`src/rtl/fetch_stage.sv`:
```
// Instruction-fetch stage: owns the PC, issues one outstanding request at a
// time on the instruction bus and presents the IF/ID register to decode.
// A one-entry skid buffer absorbs decode stalls, and redirects from execute
// cancel any in-flight fetch (the stale response is waited for and dropped).
//
// Handshake: a bus request is live while ireq_valid=1 and completes in the
// cycle ireq_data_ok=1; ireq_addr never changes while a request is live.
// Decode takes out_* in any cycle with out_valid=1 && stall=0.
module fetch_stage #(
    parameter int              PC_W     = 64,
    parameter logic [PC_W-1:0] RESET_PC = 64'h0000_0000_8000_0000
) (
    input  logic            clk,
    input  logic            rst_n,
    output logic            ireq_valid,
    output logic [PC_W-1:0] ireq_addr,
    input  logic            ireq_data_ok,
    input  logic [31:0]     ireq_data,
    input  logic            stall,
    input  logic            redirect_valid,
    input  logic [PC_W-1:0] redirect_pc,
    output logic            out_valid,
    output logic [31:0]     out_inst,
    output logic [PC_W-1:0] out_pc,
    output logic [1:0]      dbg_state
);

    typedef enum logic [1:0] {
        IDLE    = 2'd0,
        FETCH   = 2'd1,
        HOLD    = 2'd2,
        DISCARD = 2'd3
    } state_t;

    state_t          r_state;
    logic [PC_W-1:0] r_req_pc;
    logic [PC_W-1:0] r_pend_pc;
    logic            r_out_valid;
    logic [31:0]     r_out_inst;
    logic [PC_W-1:0] r_out_pc;
    logic            r_skid_valid;
    logic [31:0]     r_skid_inst;
    logic [PC_W-1:0] r_skid_pc;

    logic [PC_W-1:0] w_next_pc;
    logic            w_can_load;

    // Sequential PC wraps silently; IF/ID may be overwritten when empty or consumed.
    assign w_next_pc  = r_req_pc + PC_W'(4);
    assign w_can_load = !r_out_valid || !stall;

    // Bus request is decoded from state; the address is the registered req_pc.
    assign ireq_valid = (r_state == FETCH) || (r_state == DISCARD);
    assign ireq_addr  = r_req_pc;
    assign out_valid  = r_out_valid;
    assign out_inst   = r_out_inst;
    assign out_pc     = r_out_pc;
    assign dbg_state  = r_state;

    // Fetch FSM together with the PC, IF/ID register and skid buffer.
    always_ff @(posedge clk) begin
        if (!rst_n) begin
            r_state      <= IDLE;
            r_req_pc     <= RESET_PC;
            r_pend_pc    <= '0;
            r_out_valid  <= 1'b0;
            r_out_inst   <= '0;
            r_out_pc     <= '0;
            r_skid_valid <= 1'b0;
            r_skid_inst  <= '0;
            r_skid_pc    <= '0;
        end else begin
            case (r_state)
                IDLE: begin
                    if (redirect_valid) begin
                        r_req_pc     <= redirect_pc;
                        r_out_valid  <= 1'b0;
                        r_skid_valid <= 1'b0;
                    end
                    r_state <= FETCH;
                end

                FETCH: begin
                    if (redirect_valid) begin
                        r_out_valid  <= 1'b0;
                        r_skid_valid <= 1'b0;
                        if (ireq_data_ok) begin
                            // Response completes now: drop it and restart at once.
                            r_req_pc <= redirect_pc;
                        end else begin
                            // Address must stay put until the bus answers.
                            r_pend_pc <= redirect_pc;
                            r_state   <= DISCARD;
                        end
                    end else if (ireq_data_ok) begin
                        r_req_pc <= w_next_pc;
                        if (w_can_load) begin
                            r_out_valid <= 1'b1;
                            r_out_inst  <= ireq_data;
                            r_out_pc    <= r_req_pc;
                        end else begin
                            r_skid_valid <= 1'b1;
                            r_skid_inst  <= ireq_data;
                            r_skid_pc    <= r_req_pc;
                            r_state      <= HOLD;
                        end
                    end else if (!stall) begin
                        r_out_valid <= 1'b0;
                    end
                end

                HOLD: begin
                    if (redirect_valid) begin
                        r_out_valid  <= 1'b0;
                        r_skid_valid <= 1'b0;
                        r_req_pc     <= redirect_pc;
                        r_state      <= FETCH;
                    end else if (!stall) begin
                        r_out_valid  <= 1'b1;
                        r_out_inst   <= r_skid_inst;
                        r_out_pc     <= r_skid_pc;
                        r_skid_valid <= 1'b0;
                        r_state      <= FETCH;
                    end
                end

                DISCARD: begin
                    r_out_valid  <= 1'b0;
                    r_skid_valid <= 1'b0;
                    if (ireq_data_ok) begin
                        // A redirect arriving with the response is the newest target.
                        r_req_pc <= redirect_valid ? redirect_pc : r_pend_pc;
                        r_state  <= FETCH;
                    end else if (redirect_valid) begin
                        r_pend_pc <= redirect_pc;
                    end
                end

                default: r_state <= IDLE;
            endcase
        end
    end

endmodule

```
`config.mk`:
```
export PLATFORM = sky130hd
export DESIGN_NAME = fetch_stage
export DESIGN_NICKNAME = d
export VERILOG_FILES = /design/src/rtl/fetch_stage.sv
export SDC_FILE = /design/constraint.sdc
export NUM_CORES = 1
export LEC_CHECK = 0
export CAP_MARGIN = 20
export CORE_MARGIN = 3
export CORE_UTILIZATION = 32
export DETAILED_ROUTE_END_ITERATION = 10
export GPL_TIMING_DRIVEN = 0
export RECOVER_POWER = 100
export SLEW_MARGIN = 20
export SYNTH_ARGS = -nofsm -noshare
export SYNTH_HDL_FRONTEND = slang
export SYNTH_SLANG_ARGS = --single-unit
```
`constraint.sdc`:
```
create_clock -name clk -period 3.25 [get_ports clk]
set_clock_uncertainty 0.2 [all_clocks]
set_input_delay 0.65 -clock clk [delete_from_list [all_inputs] [get_ports clk]]
set_output_delay 0.65 -clock clk [all_outputs]
set_load 0.02 [all_outputs]
```
==> metrics.txt <==
data required time at the worst endpoint=3.50 ns; minimum setup slack after placement=-1.63 ns; synthesized instance count=1941; leakage power total=8.42 nW; clock latency at the later pin of the worst-skew pair=0.56 ns; global-route wire length before repair=97400 um; fillers=4808; first drt pass iteration count=6; Inst Count DP=2861; vias post-DR=16099; worst setup path startpoint=dbg_state[0]; # diodes=0; combined area of all synthesized cells=15900 um^2; Final HPWL DP=48900 um; count of pins over their slew limit=0; sort of element at the end of the critical path=register; largest net degree at the start of global routing=14; worst path setup slack after routing=0.0791 ns; RSZ-0062 raised after global routing=true; kind of start point of the critical path=register; cell with the largest stage delay on the worst path=sky130_fd_sc_hd__dfxtp_2; Slowest Stage Delay on Critical Path=0.45 ns; worst-case headroom to the max-slew limit=25.4%; sequence of cells on the critical path=clkinvlp_4, buf_2, ha_1, clkbuf_2, o21ai_0, a31oi_1, nor2_2, buf_4, clkbuf_4, clkbuf_4, nand2_1, o211a_1; count of max-cap constraint violations=0; fmax=315 MHz; final cell count without fillers=2931; vertical die dimension=229 um; routed vias/inst=5.49; number of nets in the finished design=2352; number of remaining DRC errors=0; Root Buffer Master=sky130_fd_sc_hd__clkbuf_16; commonest non-fill, non-tap cell in the layout=sky130_fd_sc_hd__nand2_1; number of synthesized register bits=323; relative area change from synthesis to final layout=31.1%; buffers plus inverters on the worst setup path=6; Hold Startpoint=r_skid_inst[30]; number of endpoints failing setup at the final stage=0; maximum count of clock buffers along a single path=3; cell family contributing the most delay on the critical path=buffers and inverters; Std-Cell Rows=80; actual slew at the worst max-slew pin=1.12 ns; final weighted congestion in routability-driven placement=0.946; Ys Warns=0; initial detailed-routing violation count=1468; total chip power=11.2 mW; GRT Total Usage=24.2%; EDFF count, synth=0; Critical Path Fanout Max=11; cell occurring most often along the worst timing path=sky130_fd_sc_hd__clkbuf_4; proportion of layout cells with a drive suffix above 1=7.34%; Min-Delay Path Class=register to register; sequential area share after synthesis=40.8%; beginning of the worst register-to-register path=dbg_state[0]; H-tree level count=2; CTS tree=done; drt wl/cell=22.6 um; status=complete, no violations; number of global-route vias before repair=15193; CP Class=register to register; number of input and output port buffers inserted=262; number of distinct library cell variants in the gate-level netlist after synthesis=68; clock edge transition at the registers on the reported setup and hold paths=0.06 ns; total wirelength of the detailed-routed design=66200 um; die area=52200 um^2; count of clock tree sinks=323; Routed Antenna Nets=0; power density over the cells=539 nW/um^2; die width=229 um; Placeable Area=48300 um^2; Starting Density=32.8%; Main synth FF type=sky130_fd_sc_hd__dfxtp_1; shortest clock period the worst path allows after layout=3.17 ns; boundary pin count=265; GR Overflow Total=0; CTS Buf Count=38; Synth Area per Inst=8.17 um^2; Synth async-reset ratio=0%; number of antenna violations at the first check in global routing=12; Worst VDD drop=373 uV; fin crit share=97.6%; final hold violation count=0; net count after synthesis=2047; commonest cells after routing, fill and taps aside=sky130_fd_sc_hd__nand2_1 (512), sky130_fd_sc_hd__dfxtp_1 (322), sky130_fd_sc_hd__a21boi_0 (168); Final Util=43.0%; Crit path arrival time=3.43 ns
-- sequential cells by signal, summed over array words and instances, names as in the netlist --
register,count
dbg_state,2
r_skid_pc,64
ireq_addr,64
out_valid,1
r_pend_pc,64
out_inst,32
out_pc,64
r_skid_inst,32
-- report_power, final --
group / internal, mW / total (mW) / switching, mW
sequential: 4.19 / 4.45 / 0.259
combinational: 0.901 / 2.36 / 1.46
clock: 2.60 / 4.39 / 1.80
total: 7.69 / 11.2 / 3.52
-- kinds of logic (layout without fill, tap and decap cells) --
| group | count (synthesis) | in the layout | share of synthesized area [%] |
|---|---|---|---|
| compound gates | 589 | 589 | 27.6 |
| xor+xnor | 2 | 2 | 0.111 |
| fa+ha+maj | 5 | 5 | 0.395 |
| buf+inv | 187 | 521 | 4.92 |
| flops | 323 | 323 | 40.8 |
| mux | 97 | 97 | 6.12 |
| simple gates | 738 | 738 | 20.1 |
-- final cells by class --
type,count,area (um^2),area share (%)
clock inverters,12,160,0.771
plain buffers,167,802,3.86
clock buffers,57,1100,5.30
flip-flops and latches,323,6470,31.1
multi-input cells,1431,8670,41.7
well taps,656,821,3.95
repair buffers,271,2700,13.0
inverters,14,56.3,0.271
-- worst reg2reg max path, stage by stage (launching register included) --
cell,delay (ns)
sky130_fd_sc_hd__dfxtp_2,0.45
sky130_fd_sc_hd__clkinvlp_4,0.18
sky130_fd_sc_hd__buf_2,0.24
sky130_fd_sc_hd__ha_1,0.29
sky130_fd_sc_hd__clkbuf_2,0.24
sky130_fd_sc_hd__o21ai_0,0.19
sky130_fd_sc_hd__a31oi_1,0.13
sky130_fd_sc_hd__nor2_2,0.23
sky130_fd_sc_hd__buf_4,0.17
sky130_fd_sc_hd__clkbuf_4,0.29
sky130_fd_sc_hd__clkbuf_4,0.26
sky130_fd_sc_hd__nand2_1,0.08
sky130_fd_sc_hd__o211a_1,0.13
-- synth_stat cells (15+ instances only) --
| master | instances | area (um^2) |
|---|---|---|
| sky130_fd_sc_hd__a21boi_0 | 168 | 1260 |
| sky130_fd_sc_hd__a21oi_1 | 58 | 290 |
| sky130_fd_sc_hd__a22oi_1 | 60 | 450 |
| sky130_fd_sc_hd__and2_1 | 15 | 93.8 |
| sky130_fd_sc_hd__buf_1 | 20 | 75.1 |
| sky130_fd_sc_hd__clkbuf_1 | 136 | 510 |
| sky130_fd_sc_hd__dfxtp_1 | 323 | 6470 |
| sky130_fd_sc_hd__mux2i_1 | 97 | 971 |
| sky130_fd_sc_hd__nand2_1 | 512 | 1920 |
| sky130_fd_sc_hd__nand3_1 | 29 | 145 |
| sky130_fd_sc_hd__nand4_1 | 21 | 131 |
| sky130_fd_sc_hd__nor2_1 | 61 | 229 |
| sky130_fd_sc_hd__nor3_1 | 23 | 115 |
| sky130_fd_sc_hd__o211a_1 | 102 | 1020 |
| sky130_fd_sc_hd__o211ai_1 | 25 | 188 |
| sky130_fd_sc_hd__o21ai_0 | 91 | 455 |
-- metrics by stage --
step,hold slack (ns),setup TNS (ns),area [um^2]
after floorplan,0.235,0,15900
after global placement,0.242,-390.21,19300
after detailed placement,0.251,-249.35,19300
after CTS,0.256,0,20700
after global routing,0.274,-0.178,20800
final,0.256,0,20800
-- path summary, 6_finish.rpt --
kind                                   endpoint  slack (ns)  cells after the start
worst max register to register       out_pc[22]        0.08                     12
worst min-delay path            r_skid_inst[30]        0.26                      2
worst max-delay path                 out_pc[22]        0.08                     12
worst min register to register  r_skid_inst[30]        0.26                      2
-- layer usage --
metal | track usage (%) | share of wire (%) | up-vias
met5 | 0 | 0.22 | -
met4 | 7.12 | 2.8 | 20
met3 | 6.01 | 8.8 | 136
met2 | 38.2 | 44 | 755
met1 | 32.6 | 44 | 7658
li1 | - | - | 7530
-- repair_timing --
item	4_1_cts	5_1_grt
gates cloned	0	1
buffers inserted	1	5
endpoints found under the hold margin	0	0
resized for setup	54	43
pin swaps	0	2
hold buffers	0	0
endpoints found under the setup margin	264	202
Note: power is estimated with default switching activity, not from simulation.
==> edit: new RTL, config.mk and constraints unchanged <==
Change the parameter `RESET_PC` from 64'h0000_0000_8000_0000 to 64'h0000000040000000.
--- a/src/rtl/fetch_stage.sv
+++ b/src/rtl/fetch_stage.sv
@@ -10,3 +10,3 @@
     parameter int              PC_W     = 64,
-    parameter logic [PC_W-1:0] RESET_PC = 64'h0000_0000_8000_0000
+    parameter logic [PC_W-1:0] RESET_PC = 64'h0000000040000000
 ) (
Behaviour: not the same (a bounded check fails within 4 cycles, from zero or initial values and one cycle with rst_n low).
==> edit against the unedited design <==
  * Wire length fell by 0.90%
  * Fmax fell by 1.8%
  * Design area down 4.5%
  * Die area is 5.2% lower
  * Count of clock-buffer cells in the layout down 2
  * Register-to-register slack better by 0.02 ns
  * Area after synthesis decreased by 5.3%
  * Total power increased by 0.73%
  * Worst setup slack worse by 0.058 ns
  * Sequential cell count unchanged
  * Via count decreased by 0.35%
==> edit: results (changes against the unedited design) <==
Logic synthesis
  – Synth top cells by count: nand2_1, dfxtp_1, a21oi_1 (was nand2_1, dfxtp_1, a21boi_0)
  – Synth Area per Inst: 7.74 µm² (was 8.17 µm²)
  – YS warnings: 0 (unchanged)
  – Distinct cells, synth: 63 (was 68)
  – Post-synth net total: 2,045 (was 2,047)
  – Register area share after synthesis: 43.1% (was 40.8%)
  – Async SR Flop Fraction: 0% (unchanged)
  – Top post-synthesis cells by area: dfxtp_1, nand2_1, a21oi_1, mux2i_1, a211oi_1 (was dfxtp_1, nand2_1, a21boi_0, o211a_1, mux2i_1)

Global route
  – First-pass GRT wire length: 96,700 µm (was 97,400 µm)
  – Initial antenna violation count: 4 (was 12)
  – Vias in the first global route: 15,000 (was 15,200)
  – Total Routing Usage GR: 25.4% (was 24.2%)
  – Largest net degree at the start of global routing: 21 (was 14)

Setup path
  – Cell family with most CP delay: buffers and inverters (unchanged)
  – Critical path peak fanout: 10 (was 11)
  – Critical-path top delay cell: clkbuf_1 (was dfxtp_2)
  – Setup slack, reg-to-reg: 0.10 ns (was 0.08 ns)
  – Worst EP arrival: 3.43 ns (about the same)
  – Slowest Stage Delay on Critical Path: 0.80 ns (was 0.45 ns)

Finish
  – Layout cells sized above 1: 5.81% (was 7.34%)
  – Post-Layout Cell Count: 2,874 (was 2,931)
  – Layout Nets: 2,350 (was 2,352)

Power and ir drop
  – Peak VDD IR: 330 µV (was 373 µV)
  – Switching share of power: 31.8% (was 31.4%)
  – Leak pwr: 6.75 nW (was 8.42 nW)

STA
  – WHS: 0.251 ns (was 0.256 ns)
  – Slew HR: 32.2% (was 25.4%)
  – Crit share post-route: 99.4% (was 97.6%)

Clock tree
  – Max Buffers Root-to-Sink: 3 (unchanged)
  – Clock Pin Slew Worst Setup and Hold Paths: 0.06 ns (about the same)
  – Root Driver: clkbuf_16 (unchanged)
  – CTS Buf Count: 38 (unchanged)

Run status
  – Status: finished clean (unchanged)

Routing
  – Routed wire length: 65,600 µm (was 66,200 µm)
  – Initial DRC count: 1,721 (was 1,468)
  – Via count: 16,000 (was 16,100)

Placement
  – RD Place Congestion: 0.971 (was 0.946)
  – Pre-CTS setup slack: -1.16 ns (was -1.63 ns)
  – Hpwl dp: 48,500 µm (was 48,900 µm)
  – Post-Place Cells: 2,803 (was 2,861)
  – Number of port buffers: 262 (unchanged)
  – Placement Cell Area: 18,400 µm² (was 19,300 µm²)
## edit: power groups by stage
stage               clock network [mW]  registers (mW)  logic (mW)
floorplan                            0            4.68        1.02
global placement                     0            4.53        2.33
detailed placement                   0            4.53        2.35
CTS                               4.56            4.45        2.37
global route                      4.72            4.48        2.50
finish                            4.48            4.45        2.36
## edit: cell type report
cell class,count,area (µm²)
plain buffers,172,722
flip-flops and latches,323,6470
multi-input cells,1428,7870
inverters,14,55.1
fillers,4612,26000
repair buffers,267,2660
clock inverters,14,150
clock buffers,55,1170
well taps,600,751
diodes,1,2.50
## edit: what timing repair did
item	CTS	global route
gates cloned	0	0
buffers inserted	0	3
gates resized for setup	23	44
endpoints found under the setup margin	161	196
pin swaps	1	3
hold buffers	0	0
## edit: final timing paths
kind,depth (start not counted),endpoint,from
setup / recovery,6,ireq_addr[55],rst_n
setup reg to reg,8,ireq_addr[38],ireq_addr[2]
hold / removal,2,r_pend_pc[9],r_pend_pc[9]
hold reg to reg,2,r_pend_pc[9],r_pend_pc[9]
## edit: per-layer routing
metal | global-route usage (%) | share of wire (%) | vias up
li1 | - | - | 7509
met2 | 39.8 | 45 | 798
met5 | 0 | 0.040 | -
met4 | 9.19 | 3.5 | 4
met3 | 6.30 | 9.4 | 145
met1 | 34.0 | 43 | 7586
## edit: logic make-up (layout without fill, tap and decap cells)
| kind of cell | after synthesis | after routing | synth area share (%) |
|---|---|---|---|
| flops | 323 | 323 | 43.1 |
| other cells | 0 | 1 | 0 |
| simple gates | 741 | 741 | 21.0 |
| buf+inv | 188 | 522 | 4.75 |
| mux | 93 | 93 | 6.20 |
| compound gates | 587 | 587 | 24.4 |
| fa+ha+maj | 5 | 5 | 0.417 |
| xor+xnor | 2 | 2 | 0.117 |
